File: src/rtl/clk_en_gen.sv
// Lock-qualified reset sequencer plus NUM_CH programmable clock-enable dividers.
// Optional lock-loss statistics (lock_loss_cnt / stat_clr) built when CLK_EN_GEN_LOCK_STAT_EN is defined.

module clk_en_gen_ch #(
  parameter int DIV_W       = 16,
  parameter int DIV_DEFAULT = 49
) (
  input  logic             sys_clk,
  input  logic             sys_rst,
  input  logic             advance,
  input  logic             cfg_load,
  input  logic [DIV_W-1:0] cfg_div,
  output logic             ch_en,
  output logic             ch_clk
);
  localparam logic [DIV_W-1:0] DIV_RST = DIV_W'(DIV_DEFAULT);

  logic [DIV_W-1:0] cnt_q, cnt_d;
  logic [DIV_W-1:0] act_q, act_d;
  logic [DIV_W-1:0] pend_q, pend_d;
  logic             en_q, en_d;
  logic             tog_q, tog_d;

  always_comb begin
    cnt_d  = cnt_q;
    act_d  = act_q;
    pend_d = pend_q;
    en_d   = 1'b0;
    tog_d  = tog_q;
    if (!advance) begin
      cnt_d = '0;
      act_d = pend_q;
      tog_d = 1'b0;
    end else if (cnt_q == act_q) begin
      // Period boundary: the only point a new divide value may take effect.
      cnt_d = '0;
      act_d = pend_q;
      en_d  = 1'b1;
      tog_d = ~tog_q;
    end else begin
      cnt_d = cnt_q + 1'b1;
    end
    if (cfg_load) pend_d = cfg_div;
  end

  always_ff @(posedge sys_clk) begin
    if (sys_rst) begin
      cnt_q  <= '0;
      act_q  <= DIV_RST;
      pend_q <= DIV_RST;
      en_q   <= 1'b0;
      tog_q  <= 1'b0;
    end else begin
      cnt_q  <= cnt_d;
      act_q  <= act_d;
      pend_q <= pend_d;
      en_q   <= en_d;
      tog_q  <= tog_d;
    end
  end

  assign ch_en  = en_q;
  assign ch_clk = tog_q;
endmodule

module clk_en_gen #(
  parameter int NUM_CH      = 4,
  parameter int DIV_W       = 16,
  parameter int LOCK_FILT   = 1024,
  parameter int RST_HOLD    = 64,
  parameter int DIV_DEFAULT = 49
) (
  input  logic                    sys_clk,
  input  logic                    sys_rst,
  input  logic                    pll_locked,
  input  logic [NUM_CH*DIV_W-1:0] div_cfg,
  input  logic                    cfg_load,
`ifdef CLK_EN_GEN_LOCK_STAT_EN
  input  logic                    stat_clr,
  output logic [7:0]              lock_loss_cnt,
`endif
  output logic [NUM_CH-1:0]       ch_en,
  output logic [NUM_CH-1:0]       ch_clk,
  output logic                    rst_out,
  output logic                    ready
);
  localparam int FW = $clog2(LOCK_FILT + 1);
  localparam int HW = $clog2(RST_HOLD + 1);
  localparam logic [FW-1:0] FILT_LAST = FW'(LOCK_FILT - 1);
  localparam logic [HW-1:0] HOLD_LAST = HW'(RST_HOLD - 1);

  typedef enum logic [1:0] {IDLE, FILTER, HOLD, RUN} state_e;

  state_e        state_q, state_d;
  logic          sync1_q, lk_s_q;
  logic [FW-1:0] filt_q, filt_d;
  logic [HW-1:0] hold_q, hold_d;
  logic          rst_out_q, rst_out_d;
  logic          ready_q, ready_d;
  logic          ch_adv;

  always_ff @(posedge sys_clk) begin
    if (sys_rst) begin
      sync1_q <= 1'b0;
      lk_s_q  <= 1'b0;
    end else begin
      sync1_q <= pll_locked;
      lk_s_q  <= sync1_q;
    end
  end

  always_comb begin
    state_d = state_q;
    filt_d  = '0;
    hold_d  = '0;
    unique case (state_q)
      IDLE:    if (lk_s_q) state_d = FILTER;
      FILTER: begin
        if (!lk_s_q)                state_d = IDLE;
        else if (filt_q == FILT_LAST) state_d = HOLD;
        else                        filt_d  = filt_q + 1'b1;
      end
      HOLD: begin
        if (!lk_s_q)                state_d = IDLE;
        else if (hold_q == HOLD_LAST) state_d = RUN;
        else                        hold_d  = hold_q + 1'b1;
      end
      RUN:     if (!lk_s_q) state_d = IDLE;
      default: state_d = IDLE;
    endcase
    rst_out_d = (state_d != RUN);
    ready_d   = (state_d == RUN);
  end

  always_ff @(posedge sys_clk) begin
    if (sys_rst) begin
      state_q   <= IDLE;
      filt_q    <= '0;
      hold_q    <= '0;
      rst_out_q <= 1'b1;
      ready_q   <= 1'b0;
    end else begin
      state_q   <= state_d;
      filt_q    <= filt_d;
      hold_q    <= hold_d;
      rst_out_q <= rst_out_d;
      ready_q   <= ready_d;
    end
  end

  assign rst_out = rst_out_q;
  assign ready   = ready_q;

  // Channels start one cycle after RUN is entered and clear on the edge that leaves it.
  assign ch_adv = (state_q == RUN) && (state_d == RUN);

  for (genvar i = 0; i < NUM_CH; i++) begin : g_ch
    clk_en_gen_ch #(
      .DIV_W       (DIV_W),
      .DIV_DEFAULT (DIV_DEFAULT)
    ) u_ch (
      .sys_clk  (sys_clk),
      .sys_rst  (sys_rst),
      .advance  (ch_adv),
      .cfg_load (cfg_load),
      .cfg_div  (div_cfg[i*DIV_W +: DIV_W]),
      .ch_en    (ch_en[i]),
      .ch_clk   (ch_clk[i])
    );
  end

`ifdef CLK_EN_GEN_LOCK_STAT_EN
  logic [7:0] loss_q, loss_d;
  logic       lock_loss;

  always_comb begin
    lock_loss = (state_q == RUN) && !lk_s_q;
    loss_d    = loss_q;
    if (stat_clr)                        loss_d = {7'd0, lock_loss};
    else if (lock_loss && loss_q != 8'hFF) loss_d = loss_q + 8'd1;
  end

  always_ff @(posedge sys_clk) begin
    if (sys_rst) loss_q <= '0;
    else         loss_q <= loss_d;
  end

  assign lock_loss_cnt = loss_q;
`endif
endmodule

File: config.mk
export PLATFORM = sky130hd
export DESIGN_NAME = clk_en_gen
export DESIGN_NICKNAME = d
export VERILOG_FILES = /design/src/rtl/clk_en_gen.sv
export SDC_FILE = /design/constraint.sdc
export NUM_CORES = 1
export LEC_CHECK = 0
export CAP_MARGIN = 25
export CORE_AREA = 4 4 221 201
export DETAILED_ROUTE_END_ITERATION = 8
export DIE_AREA = 0 0 225 205
export PLACE_DENSITY_LB_ADDON = 0.1
export SKIP_CTS_REPAIR_TIMING = 1
export SYNTH_ARGS = -nofsm -noshare
export SYNTH_HDL_FRONTEND = slang
export SYNTH_SLANG_ARGS = --single-unit
File: constraint.sdc
create_clock -name sys_clk -period 1.9 [get_ports sys_clk]
set_input_delay 0.19 -clock sys_clk [delete_from_list [all_inputs] [get_ports sys_clk]]
set_output_delay 0.19 -clock sys_clk [all_outputs]
set_load 0.05 [all_outputs]
Yosys cells after proc, flatten, opt, wreduce, memory -nomap -nowiden
Index checks and enable logic that the tools add are counted.
{"block": "classes", "n_addsub": 6, "mul": 0, "div_mod_pow": 0, "magnitude_cmp": 0, "eq_ne": 15, "n_shift": 0, "muxes": 19, "n_bitwise": 8, "reduce_logical": 9}
{"operator": "$mux W16", "count": 8}
{"operator": "$add A16 B1 Y16 const B", "count": 4}
{"operator": "$eq A16 B16 Y1", "count": 4}
{"operator": "$mux W2", "count": 6}
{"operator": "$reduce_or A3 Y1", "count": 4}
{"operator": "$add A11 B1 Y11 const B", "count": 1}
{"operator": "$eq A11 B10 Y1 const B", "count": 1}
{"operator": "$not A1 Y1", "count": 8}
{"operator": "$pmux W2 S4", "count": 1}
{"operator": "$reduce_or A4 Y1", "count": 2}
{"operator": "$add A7 B1 Y7 const B", "count": 1}
{"operator": "$eq A7 B6 Y1 const B", "count": 1}
{"operator": "$eq A2 B2 Y1 const B", "count": 3}
{"operator": "$ne A2 B1 Y1 const B", "count": 3}
{"operator": "$mux W1", "count": 4}
{"operator": "$ne A2 B2 Y1 const B", "count": 2}
{"operator": "$eq A2 B1 Y1 const B", "count": 1}
{"operator": "$logic_not A2 Y1", "count": 1}
{"operator": "$reduce_or A2 Y1", "count": 1}
{"operator": "$logic_and A1 B1 Y1", "count": 1}
{"block": "totals", "register_bits": 224, "latchBits": 0, "ramBits": 0, "mem_bits_ro": 0, "word_cells": 84, "n_memories": 0}

Logic depth before layout (Yosys ltp)
{"block": "logic_depth", "ltp_word": 8, "depth_mapped": 8}

Hierarchy
Synthesis repeated with hierarchy kept, for this count alone.
{"block": "hier_totals", "hier_cells": 923, "hier_area_um2": 9131.3}
{"mod": "clk_en_gen_ch", "instances": 4, "cells_per_inst": 209, "area_each_um2": 2058.2}
{"mod": "clk_en_gen", "instances": 1, "cells_per_inst": 87, "area_each_um2": 898.4}

Least setup slack after synthesis
No wires, ideal clock.
{"block": "synth_timing", "kind": "reg-to-reg", "from": "register g_ch[2].u_ch.cnt_q[10]", "to": "register g_ch[2].u_ch.cnt_q[9]", "setup_time_ns": 0.115, "arrival_time_ns": 1.538, "required_ns": 1.785, "setup_slack_ns": 0.247, "stages_incl_launch_ff": 8, "path_buffers": 2, "period_less_slack_ns": 1.653, "cell_sequence": "dfxtp_1 xnor2_1 nand4_1 nor4_4 nand2b_1 buf_2 buf_4 nor2_1"}
{"block": "synth_between", "elab_chain_len": 2}
{"item": "start: declaration", "line_no": "18", "text": "logic [DIV_W-1:0] cnt_q, cnt_d;"}
{"item": "start signal: assignment", "line_no": "54", "text": "cnt_q <= cnt_d;"}
{"item": "$eq A16 B16 Y1", "line_no": "34", "text": "end else if (cnt_q == act_q) begin"}
{"item": "$reduce_or A3 Y1 (no line)"}
Every way passes these cells.
A chain may end at the register's enable or synchronous reset.

Final worst setup path
{"block": "layout_timing", "from": "register g_ch[0].u_ch.en_q", "to": "output port ch_en[0]"}
{"item": "start: declaration", "line_no": "21", "text": "logic en_q, en_d;"}
{"item": "start signal: assignment", "line_no": "57", "text": "en_q <= en_d;"}
{"item": "end: declaration", "line_no": "82", "text": "output logic [NUM_CH-1:0] ch_en,"}
No word-level cell between the ends.

==> impl_metrics.py <==
metrics = {
    "outcome": {
        "status": "completed",
    },
    "die": {
        "die_area_um2": 46130,
        "dieHeight_um": 205,
        "rows": 71,
        "start_util": 0.2298,
        "die_w_um": 225,
        "core_area_um2": 41840,
        "ios": 78,
    },
    "drt": {
        "drc_errors": 0,
        "drt-total-wl_um": 22010,
        "dr.first_iter.drc_count": 185,
        "num_vias": 6491,
        "viasPerCell": 3.953,
        "wl_per_cell_um": 13.40,
        "first_pass_iters": 4,
        "ant_nets": 0,
    },
    "sta": {
        "relSlewSlack": 0.4980,
        "finalCritPeriodShare": 0.9580,
        "slew_viol_final": 0,
        "max_freq_mhz": 549.4,
        "hold_viol_final": 0,
        "worstMarginPinSlew_ns": 0.7530,
        "fin_setup_tns_ns": 0,
        "rsz0062_at_grt": "no",
        "setup_viol": 0,
        "period_needed_ns": 1.820,
        "fin_skew_ns": 0.01022,
    },
    "global_routing": {
        "antenna_found_initial": 0,
        "grt_pass1_vias": 6501,
        "grt_overflow": 0,
        "grt_use_total": 0.09500,
        "grt_max_degree": 82,
        "grt_pass1_wl_um": 35640,
    },
    "pwr": {
        "intPower_uw": 8484,
        "combPwrFrac": 0.052,
        "swShare": 0.2186,
        "power.total_uw": 10860,
        "irDropWorstVdd_mv": 0.4393,
        "p_seq_frac": 0.454,
        "p_switching_uw": 2373,
        "p_leak_uw": 0.004248,
        "pwr-share-clk": 0.494,
        "power_density_nw_per_um2": 898.8,
    },
    "clocking": {
        "cts_tree": "done",
        "clkLatencyLatePin_ns": 0.54,
        "clock-sinks": 224,
        "htreeDepth": 1,
        "cts_root_buffer": "clkbuf_16",
        "cts_buffers": 28,
        "clk_path_buf_depth": 3,
        "clk_pin_slew_ns": 0.06,
    },
    "yosys": {
        "avgSynthCellArea_um2": 9.790,
        "ys_ff_latch": 224,
        "synth_ff_type": "dfxtp_1",
        "yosysUniqueCellTypes": 34,
        "yosys.area.top_type": "dfxtp_1",
        "synth_edf_count": 0,
        "syn-instance-count": 982,
        "ys_seq_area_frac": 0.4664,
        "synthDominantCellAreaShare": 0.4664,
        "synth.area.top_cells": "dfxtp_1 (47%), mux2i_1 (12%), xnor2_1 (8.3%), nand2b_1 (7.2%), nor2_1 (6.5%)",
        "async_flop_share": 0,
        "yosysWarnings": 0,
        "syn-cell-area_um2": 9614,
        "syn_nets": 1056,
    },
    "worst_setup_path": {
        "arrival_ns": 1.63,
        "path_cells": "clkdlybuf4s50_1",
        "path_class": "flip-flop to primary output",
        "path_max_fanout": 1,
        "crit_required_ns": 1.71,
        "cp-end-kind": "primary output",
        "crit_family": "buffers and inverters",
        "worst_path_max_delay_cell": "clkdlybuf4s50_1",
        "startpoint_type": "flip-flop",
        "cp_slowest_stage_delay_ns": 0.79,
        "cp_num_buf_inv": 1,
    },
    "placed_design": {
        "portBuffers": 77,
        "gp_congestion": 0.7177,
        "dp_hpwl_um": 15180,
        "dp_cells": 1588,
    },
    "cells_and_area": {
        "layout.cells.non_filler": 1642,
        "nFillCells": 4462,
        "antenna_cells": 0,
        "final_layout_size_suffix_gt1_frac": 0.09406,
        "nNetsFinal": 1148,
        "area_growth_syn_to_layout_pct": 25.64,
    },
    "job": {
        "cap_viol_max_count": 0,
    },
    "worst_hold_path": {
        "hold_class": "input pin to flip-flop",
    },
}
power by group through the flow:
stage               logic (uW)  clock network, uW  registers [uW]
detailed placement         581                  0            5030
finish                     568               5360            4930
global route               635               5830            4940
floorplan                  354                  0            5000
CTS                        584               5660            4930
global placement           579                  0            5030
per-stage QoR:
step	setup WS [ns]	hold slack (ns)	instance area, um2	utilization
2_1_floorplan	0.2470	0.3079	9614	-
3_3_place_gp	0.1146	0.4346	11100	0.2653
3_5_place_dp	0.1210	0.4364	11100	0.2653
4_1_cts	-0.1200	-0.1544	12040	0.2878
5_1_grt	0.005103	0.1090	12080	0.2887
6_report	0.07985	0.1255	12080	0.2887
state kept, by name, indices dropped and copies added (netlist names), 2 cells and up:
| register | count |
|---|---|
| filt_q | 11 |
| g_ch.u_ch.act_q | 64 |
| g_ch.u_ch.ch_clk | 4 |
| g_ch.u_ch.ch_en | 4 |
| g_ch.u_ch.cnt_q | 64 |
| g_ch.u_ch.pend_q | 64 |
| hold_q | 7 |
| state_q | 2 |
cell usage in the layout (no fill, tap or decap), types with 8 or more instances in the layout:
cell type          n
a211o_1           12
and3_1             8
and4_1            11
buf_4             37
clkbuf_16         29
clkdlybuf4s50_1   68
clkinv_2           8
dfxtp_1          224
inv_1             13
mux2i_1          116
nand2_1           18
nand2b_1         110
nand3_1           28
nand4_1           29
nor2_1           167
nor2b_1           16
xnor2_1           91
xor2_1            42
final timing paths:
| path | slack [ns] | depth (start not counted) | from | endpoint |
|---|---|---|---|---|
| setup / recovery | 0.08 | 1 | g_ch[0].u_ch.ch_en | ch_en[0] |
| hold / removal | 0.13 | 3 | cfg_load | g_ch[2].u_ch.pend_q[6] |
| setup reg to reg | 0.16 | 6 | g_ch[2].u_ch.cnt_q[9] | g_ch[2].u_ch.cnt_q[5] |
| hold reg to reg | 0.45 | 1 | hold_q[0] | hold_q[0] |
cells by family after synthesis:
family | synth area share
XOR/XNOR | 0.1229
AND/OR/NAND/NOR | 0.2283
buffers and inverters | 0.03748
flip-flops | 0.4664
adder cells (fa/ha/maj) | 0.007808
AO/OA/AOI/OAI | 0.01640
multiplexers | 0.1208
cell usage after synthesis (6+ instances only):
master	count
clkbuf_1	26
xnor2_1	91
and4_1	11
inv_1	13
nor2_1	167
a211o_1	12
buf_6	7
nand2_1	18
mux2i_1	116
nand2b_1	110
ha_1	6
nand3_1	28
and3_1	8
nand4_1	29
xor2_1	42
dfxtp_1	224
buf_2	9
buf_4	11
nor2b_1	16
layer usage:
metal | global-route usage | part of all wire
met1 | 0.1384 | 0.52
met5 | 0 | 0
met2 | 0.1398 | 0.41
met3 | 0.02479 | 0.042
met4 | 0.02275 | 0.023
cell type report:
class,instances,area [um2],share of cell area
clock inverters,10,100.1,0.008287
flip-flops and latches,224,4484,0.3712
inverters,13,48.80,0.004040
multi-input cells,690,4770,0.3949
clock buffers,41,840.8,0.06961
well taps,547,684.4,0.05666
repair buffers,117,1151,0.09530
(Power assumes the default switching activity.)
